--- src/rtl/semaforo_if.sv ---
// Lamp/command bundle for the traffic-light controller: the controller (slave)
// reads START/VEL and drives the three registered lamp lines.
interface semaforo_if;
    logic START;
    logic VEL;
    logic LUZ_ROJA;
    logic LUZ_VERDE;
    logic LUZ_AMARILLA;

    modport master (
        output START,
        output VEL,
        input  LUZ_ROJA,
        input  LUZ_VERDE,
        input  LUZ_AMARILLA
    );

    modport slave (
        input  START,
        input  VEL,
        output LUZ_ROJA,
        output LUZ_VERDE,
        output LUZ_AMARILLA
    );
endinterface

--- src/rtl/semaforo_ctrl.sv ---
// Traffic-light controller: VERDE -> AMARILLA -> ROJA while START is held, IDLE otherwise.
// Optional macro BLINK_IDLE_EN turns the IDLE display into a flashing yellow.
module semaforo_ctrl #(
    parameter int unsigned T_VERDE    = 8,
    parameter int unsigned T_AMARILLA = 3,
    parameter int unsigned T_ROJA     = 6,
    parameter int unsigned CNT_W      = 8,
    parameter int unsigned BLINK_T    = 4
) (
    input logic        CLK,
    input logic        RESET,
    semaforo_if.slave  bus
);

    typedef enum logic [1:0] {
        IDLE     = 2'd0,
        VERDE    = 2'd1,
        AMARILLA = 2'd2,
        ROJA     = 2'd3
    } state_t;

    // Parameter sanity: every duration and the blink period must fit the counter.
    if (T_VERDE < 1 || T_AMARILLA < 1 || T_ROJA < 1 || BLINK_T < 1) begin : g_bad_dur
        $error("semaforo_ctrl: durations and BLINK_T must be >= 1");
    end
    if (T_VERDE > (1 << CNT_W) || T_AMARILLA > (1 << CNT_W) || T_ROJA > (1 << CNT_W)
        || BLINK_T > (1 << CNT_W)) begin : g_bad_w
        $error("semaforo_ctrl: CNT_W too narrow for the configured durations");
    end

    // Phase length minus one, halved (floor, min 1) in fast mode.
    function automatic logic [CNT_W-1:0] dur_m1(input int unsigned t, input logic fast);
        int unsigned d;
        if (fast) begin
            d = t >> 1;
            if (d == 0) begin
                d = 1;
            end else begin
                d = d;
            end
        end else begin
            d = t;
        end
        return CNT_W'(d - 1);
    endfunction

    state_t           state_r, state_s;
    logic [CNT_W-1:0] cnt_r, cnt_s;
    logic             luz_roja_r, luz_verde_r, luz_amarilla_r;
    logic             luz_roja_s, luz_verde_s, luz_amarilla_s;

`ifdef BLINK_IDLE_EN
    logic             blink_on_r, blink_on_s;
    logic             blink_a_r, blink_a_s;
    logic [CNT_W-1:0] blink_cnt_r, blink_cnt_s;
    localparam logic [CNT_W-1:0] BLINK_M1 = CNT_W'(BLINK_T - 1);
`endif

    // Next-state and phase counter; VEL is only looked at when a phase is loaded.
    always_comb begin
        state_s = state_r;
        cnt_s   = cnt_r;
        case (state_r)
            IDLE: begin
                if (bus.START) begin
                    state_s = VERDE;
                    cnt_s   = dur_m1(T_VERDE, bus.VEL);
                end else begin
                    cnt_s   = {CNT_W{1'b0}};
                end
            end
            VERDE: begin
                if (cnt_r == {CNT_W{1'b0}}) begin
                    state_s = AMARILLA;
                    cnt_s   = dur_m1(T_AMARILLA, bus.VEL);
                end else begin
                    cnt_s   = cnt_r - CNT_W'(1);
                end
            end
            AMARILLA: begin
                if (cnt_r == {CNT_W{1'b0}}) begin
                    state_s = ROJA;
                    cnt_s   = dur_m1(T_ROJA, bus.VEL);
                end else begin
                    cnt_s   = cnt_r - CNT_W'(1);
                end
            end
            ROJA: begin
                if (cnt_r == {CNT_W{1'b0}}) begin
                    if (bus.START) begin
                        state_s = VERDE;
                        cnt_s   = dur_m1(T_VERDE, bus.VEL);
                    end else begin
                        state_s = IDLE;
                        cnt_s   = {CNT_W{1'b0}};
                    end
                end else begin
                    cnt_s   = cnt_r - CNT_W'(1);
                end
            end
            default: begin
                state_s = IDLE;
                cnt_s   = {CNT_W{1'b0}};
            end
        endcase
    end

`ifdef BLINK_IDLE_EN
    // Idle flasher: the first IDLE edge lights yellow, then it toggles every BLINK_T edges.
    always_comb begin
        blink_on_s  = 1'b0;
        blink_a_s   = 1'b0;
        blink_cnt_s = {CNT_W{1'b0}};
        if (state_s == IDLE) begin
            blink_on_s = 1'b1;
            if (!blink_on_r) begin
                blink_a_s   = 1'b1;
                blink_cnt_s = BLINK_M1;
            end else if (blink_cnt_r == {CNT_W{1'b0}}) begin
                blink_a_s   = ~blink_a_r;
                blink_cnt_s = BLINK_M1;
            end else begin
                blink_a_s   = blink_a_r;
                blink_cnt_s = blink_cnt_r - CNT_W'(1);
            end
        end else begin
            blink_on_s = 1'b0;
        end
    end
`endif

    // Lamp decode from the state being entered, so lamps change on the entry edge.
    always_comb begin
        luz_roja_s     = 1'b0;
        luz_verde_s    = 1'b0;
        luz_amarilla_s = 1'b0;
        case (state_s)
            IDLE: begin
`ifdef BLINK_IDLE_EN
                luz_amarilla_s = blink_a_s;
`else
                luz_roja_s     = 1'b1;
`endif
            end
            VERDE:    luz_verde_s    = 1'b1;
            AMARILLA: luz_amarilla_s = 1'b1;
            ROJA:     luz_roja_s     = 1'b1;
            default:  luz_roja_s     = 1'b1;
        endcase
    end

    // State, counter and lamp registers with synchronous reset.
    always_ff @(posedge CLK) begin
        if (RESET) begin
            state_r        <= IDLE;
            cnt_r          <= {CNT_W{1'b0}};
            luz_roja_r     <= 1'b1;
            luz_verde_r    <= 1'b0;
            luz_amarilla_r <= 1'b0;
        end else begin
            state_r        <= state_s;
            cnt_r          <= cnt_s;
            luz_roja_r     <= luz_roja_s;
            luz_verde_r    <= luz_verde_s;
            luz_amarilla_r <= luz_amarilla_s;
        end
    end

`ifdef BLINK_IDLE_EN
    // Flasher registers; cleared by reset and whenever IDLE is left.
    always_ff @(posedge CLK) begin
        if (RESET) begin
            blink_on_r  <= 1'b0;
            blink_a_r   <= 1'b0;
            blink_cnt_r <= {CNT_W{1'b0}};
        end else begin
            blink_on_r  <= blink_on_s;
            blink_a_r   <= blink_a_s;
            blink_cnt_r <= blink_cnt_s;
        end
    end
`endif

    assign bus.LUZ_ROJA     = luz_roja_r;
    assign bus.LUZ_VERDE    = luz_verde_r;
    assign bus.LUZ_AMARILLA = luz_amarilla_r;

endmodule
--- src/flat_wrapper.sv ---
// flat-port wrapper written by rule: the top's interface ports become plain ports
module semaforo_ctrl_flat 
#(
    parameter int unsigned T_VERDE    = 8,
    parameter int unsigned T_AMARILLA = 3,
    parameter int unsigned T_ROJA     = 6,
    parameter int unsigned CNT_W      = 8,
    parameter int unsigned BLINK_T    = 4
)
  (CLK, RESET, bus_START, bus_VEL, bus_LUZ_ROJA, bus_LUZ_VERDE, bus_LUZ_AMARILLA);
  semaforo_if bus_i ();
  input logic CLK;
  input logic RESET;
  input wire logic [$bits(bus_i.START)-1:0] bus_START;
  input wire logic [$bits(bus_i.VEL)-1:0] bus_VEL;
  output wire logic [$bits(bus_i.LUZ_ROJA)-1:0] bus_LUZ_ROJA;
  output wire logic [$bits(bus_i.LUZ_VERDE)-1:0] bus_LUZ_VERDE;
  output wire logic [$bits(bus_i.LUZ_AMARILLA)-1:0] bus_LUZ_AMARILLA;
  assign bus_i.START = bus_START;
  assign bus_i.VEL = bus_VEL;
  assign bus_LUZ_ROJA = bus_i.LUZ_ROJA;
  assign bus_LUZ_VERDE = bus_i.LUZ_VERDE;
  assign bus_LUZ_AMARILLA = bus_i.LUZ_AMARILLA;
  semaforo_ctrl #(.T_VERDE(T_VERDE), .T_AMARILLA(T_AMARILLA), .T_ROJA(T_ROJA), .CNT_W(CNT_W), .BLINK_T(BLINK_T)) u_core (.CLK(CLK), .RESET(RESET), .bus(bus_i));
endmodule
--- config.mk ---
export PLATFORM = sky130hd
export DESIGN_NAME = semaforo_ctrl_flat
export DESIGN_NICKNAME = d
export VERILOG_FILES = /design/src/rtl/semaforo_if.sv /design/src/rtl/semaforo_ctrl.sv /design/src/flat_wrapper.sv
export SDC_FILE = /design/constraint.sdc
export NUM_CORES = 1
export LEC_CHECK = 0
export BUFFER_PORTS_ARGS = -buffer_cell sky130_fd_sc_hd__buf_2
export CORE_MARGIN = 2
export CORE_UTILIZATION = 40
export CTS_CLUSTER_SIZE = 16
export DETAILED_ROUTE_END_ITERATION = 8
export SKIP_LAST_GASP = 1
export SYNTH_ARGS = -nofsm -noshare
export SYNTH_HDL_FRONTEND = slang
export SYNTH_SLANG_ARGS = --single-unit
--- constraint.sdc ---
create_clock -name CLK -period 2.4 [get_ports CLK]
set_input_delay 0 -clock CLK [delete_from_list [all_inputs] [get_ports CLK]]
set_output_delay 0 -clock CLK [all_outputs]
set_load 0.02 [all_outputs]
==> impl_metrics.json <==
{
  "overflow": 0,
  "synth-seq-area-share": 0.409,
  "syn2layout_area_growth_pct": 20.0,
  "synth_top_area_cell": "dfxtp_1",
  "yosys.area.top_type_share": 0.409,
  "root_buffer": "clkbuf_4",
  "grt_pass1_vias": 455,
  "postRouteWirelength_um": 1160,
  "nets": 92,
  "final_cell_count_no_fill": 100,
  "cp_common_cell": "inv_1",
  "status": "completed",
  "synth_warnings": 0,
  "synth.area.top_cells": "dfxtp_1, ha_1, nor2_1",
  "die_h_um": 43.9,
  "synth-async-reset-ratio": 0,
  "crit_path_end_kind": "flop",
  "place_congestion": 0.786,
  "numCtsBuffers": 3,
  "drive_above_1_share": 0.238,
  "clock_tree.buffer_depth": 2,
  "cp.required_ps": 2570,
  "min_path_type": "in -> reg",
  "cp-startpoint": "u_core.cnt_r[1]",
  "grt_start_max_net_pins": 10,
  "ys.flop_type": "dfxtp_1",
  "crit_chain": "inv_1 > ha_2 > or4b_4 > or3_4 > xnor2_4 > inv_1 > ha_1 > or2_4",
  "cts.htree.levels": 1,
  "start_util": 0.423,
  "dr.pass1.iters": 4,
  "reg2reg_slack_ps": 80,
  "avgSynthCellArea_um2": 8.85,
  "drt_iter0_drc": 22,
  "cts_tree": "yes",
  "period_needed_ps": 2320,
  "drcViolationCount": 0,
  "die_w_um": 43.9,
  "crit_path_end": "u_core.bus.LUZ_ROJA",
  "crit_path_max_fanout": 5,
  "synth_fp_nets": 79,
  "fmax_mhz": 431,
  "portBuffers": 6,
  "reg2reg_depth": 8,
  "ir_worst_vdd_mv": 0.917,
  "hold_viol": 0,
  "ant_nets": 0,
  "fill_cells": 143,
  "grt_pass1_wl_um": 1900,
  "crit_slowest_cell": "or4b_4",
  "dpl.hpwl_um": 812,
  "io-pin-count": 7,
  "skew_ps": 0.921,
  "antenna_found_initial": 0,
  "r2r-end": "u_core.bus.LUZ_ROJA",
  "wl_per_cell_um": 11.6,
  "num_vias": 519,
  "setup_tns_ps": 0,
  "setup_violations": 0,
  "post-place-cells": 93,
  "ys_top_cells_by_count": "dfxtp_1, nor2_1, inv_1",
  "yosys.cell_types.count": 29,
  "diodes": 0,
  "synthMostInstantiatedCell": "dfxtp_1",
  "p_leak_nw": 0.332,
  "worst_hold_slack_ps": 112,
  "start_kind": "flop",
  "fin_crit_sh": 0.967,
  "p_per_area_nw_per_um2": 1700,
  "ys_seq_elements": 13,
  "clock_sinks": 13,
  "synth_edf_count": 0,
  "syn_area_um2": 637,
  "synth_cells": 72,
  "worst_slew_pin_slew_ps": 379,
  "slew_headroom": 0.747,
  "viasPerCell": 5.19,
  "coreArea_um2": 1510,
  "clk_pin_slew_ps": 80,
  "dieArea_um2": 1930,
  "arrival_ps": 2490,
  "drv_slew": 0,
  "rsz0062_at_grt": "no",
  "timing.max_cap.violations": 0,
  "worstSetupPathType": "reg -> reg",
  "r2r-start": "u_core.cnt_r[1]",
  "track_usage": 0.139,
  "crit_path_max_incr_delay_ps": 490,
  "clk_latency_ps": 270,
  "rows": 14
}
[registers in the layout, summed over array words and instances (netlist names)]
name and flops:
u_core.bus.LUZ_AMARILLA 1, u_core.bus.LUZ_ROJA 1, u_core.state_r 2, u_core.cnt_r 8, u_core.bus.LUZ_VERDE 1
[logic make-up (layout without fill, tap and decap cells)]
logic type | Yosys count | after routing | synth area share
buffers and inverters | 9 | 21 | 0.0550
muxes | 1 | 1 | 0.0157
DFF | 13 | 13 | 0.409
AOI/OAI and AO/OA | 13 | 13 | 0.143
xor gates and xnor gates | 5 | 5 | 0.0806
adders and majority gates | 3 | 3 | 0.0589
and+or+nand+nor | 28 | 28 | 0.238
[cells in the final DEF, fill, tap and decap left out, types with 2 or more instances in the layout]
cell type,Yosys,layout
a21oi_1,4,4
buf_2,1,6
buf_4,0,2
clkbuf_4,0,3
dfxtp_1,13,11
dfxtp_2,0,2
dlygate4sd3_1,0,2
ha_1,3,2
inv_1,7,7
nand2_1,5,5
nor2_1,10,10
nor2b_1,2,2
o21ai_0,2,2
or3_1,3,3
xnor2_1,4,4
[routing by layer]
layer	GRT usage	share of wire	up-vias
met5	0	0	-
met4	0.0970	0.011	0
met3	0.0500	0.027	2
met2	0.176	0.46	4
met1	0.190	0.50	243
li1	-	-	270
[stage by stage]
stage | util | total power [mW] | setup WS (ps) | area [um^2]
2_1_floorplan | - | 0.938 | 137 | 637
3_3_place_gp | 0.455 | 1.07 | 83.5 | 686
3_5_place_dp | 0.455 | 1.07 | 79.8 | 686
4_1_cts | 0.486 | 1.21 | 63.7 | 732
5_1_grt | 0.507 | 1.42 | 21.3 | 764
6_report | 0.507 | 1.30 | 78.1 | 764
[power breakdown]
group	internal (mW)	switching, mW	leakage [nW]
clock network	0.0644	0.0716	0.0150
logic	0.391	0.384	0.210
registers	0.308	0.0785	0.107
total	0.764	0.534	0.332
[cell type report]
| type | count | area, um^2 | area share |
|---|---|---|---|
| inverters | 7 | 26.3 | 0.0344 |
| well taps | 16 | 20.0 | 0.0262 |
| flip-flops and latches | 13 | 263 | 0.344 |
| multi-input cells | 50 | 364 | 0.476 |
| repair buffers | 10 | 65.1 | 0.0851 |
| clock buffers | 4 | 26.3 | 0.0344 |
[worst min path at each step]
stage / slack, ps / depth (start not counted) / end / start
after floorplan: 120 / 1 / u_core.cnt_r[2] / bus_VEL
after global placement: 260 / 2 / u_core.cnt_r[2] / bus_VEL
after detailed placement: 260 / 2 / u_core.cnt_r[2] / bus_VEL
after CTS: 100 / 3 / u_core.cnt_r[2] / bus_START
after global routing: 150 / 3 / u_core.cnt_r[2] / bus_START
final: 110 / 3 / u_core.cnt_r[2] / bus_START
[repair_timing]
item	4_1_cts	5_1_grt
resized for setup	0	7
setup endpoints to repair	0	1
endpoints found under the hold margin	6	0
hold buffers	2	0
buffers inserted	0	1
[critical path, delay by kind of cell, from the launching register on]
family | cells | cell delay [ps]
XOR/XNOR | 1 | 190
adder cells (fa/ha/maj) | 2 | 420
buffers and inverters | 2 | 110
flip-flops | 1 | 330
AND/OR/NAND/NOR | 3 | 1160
(Power assumes the default switching activity.)
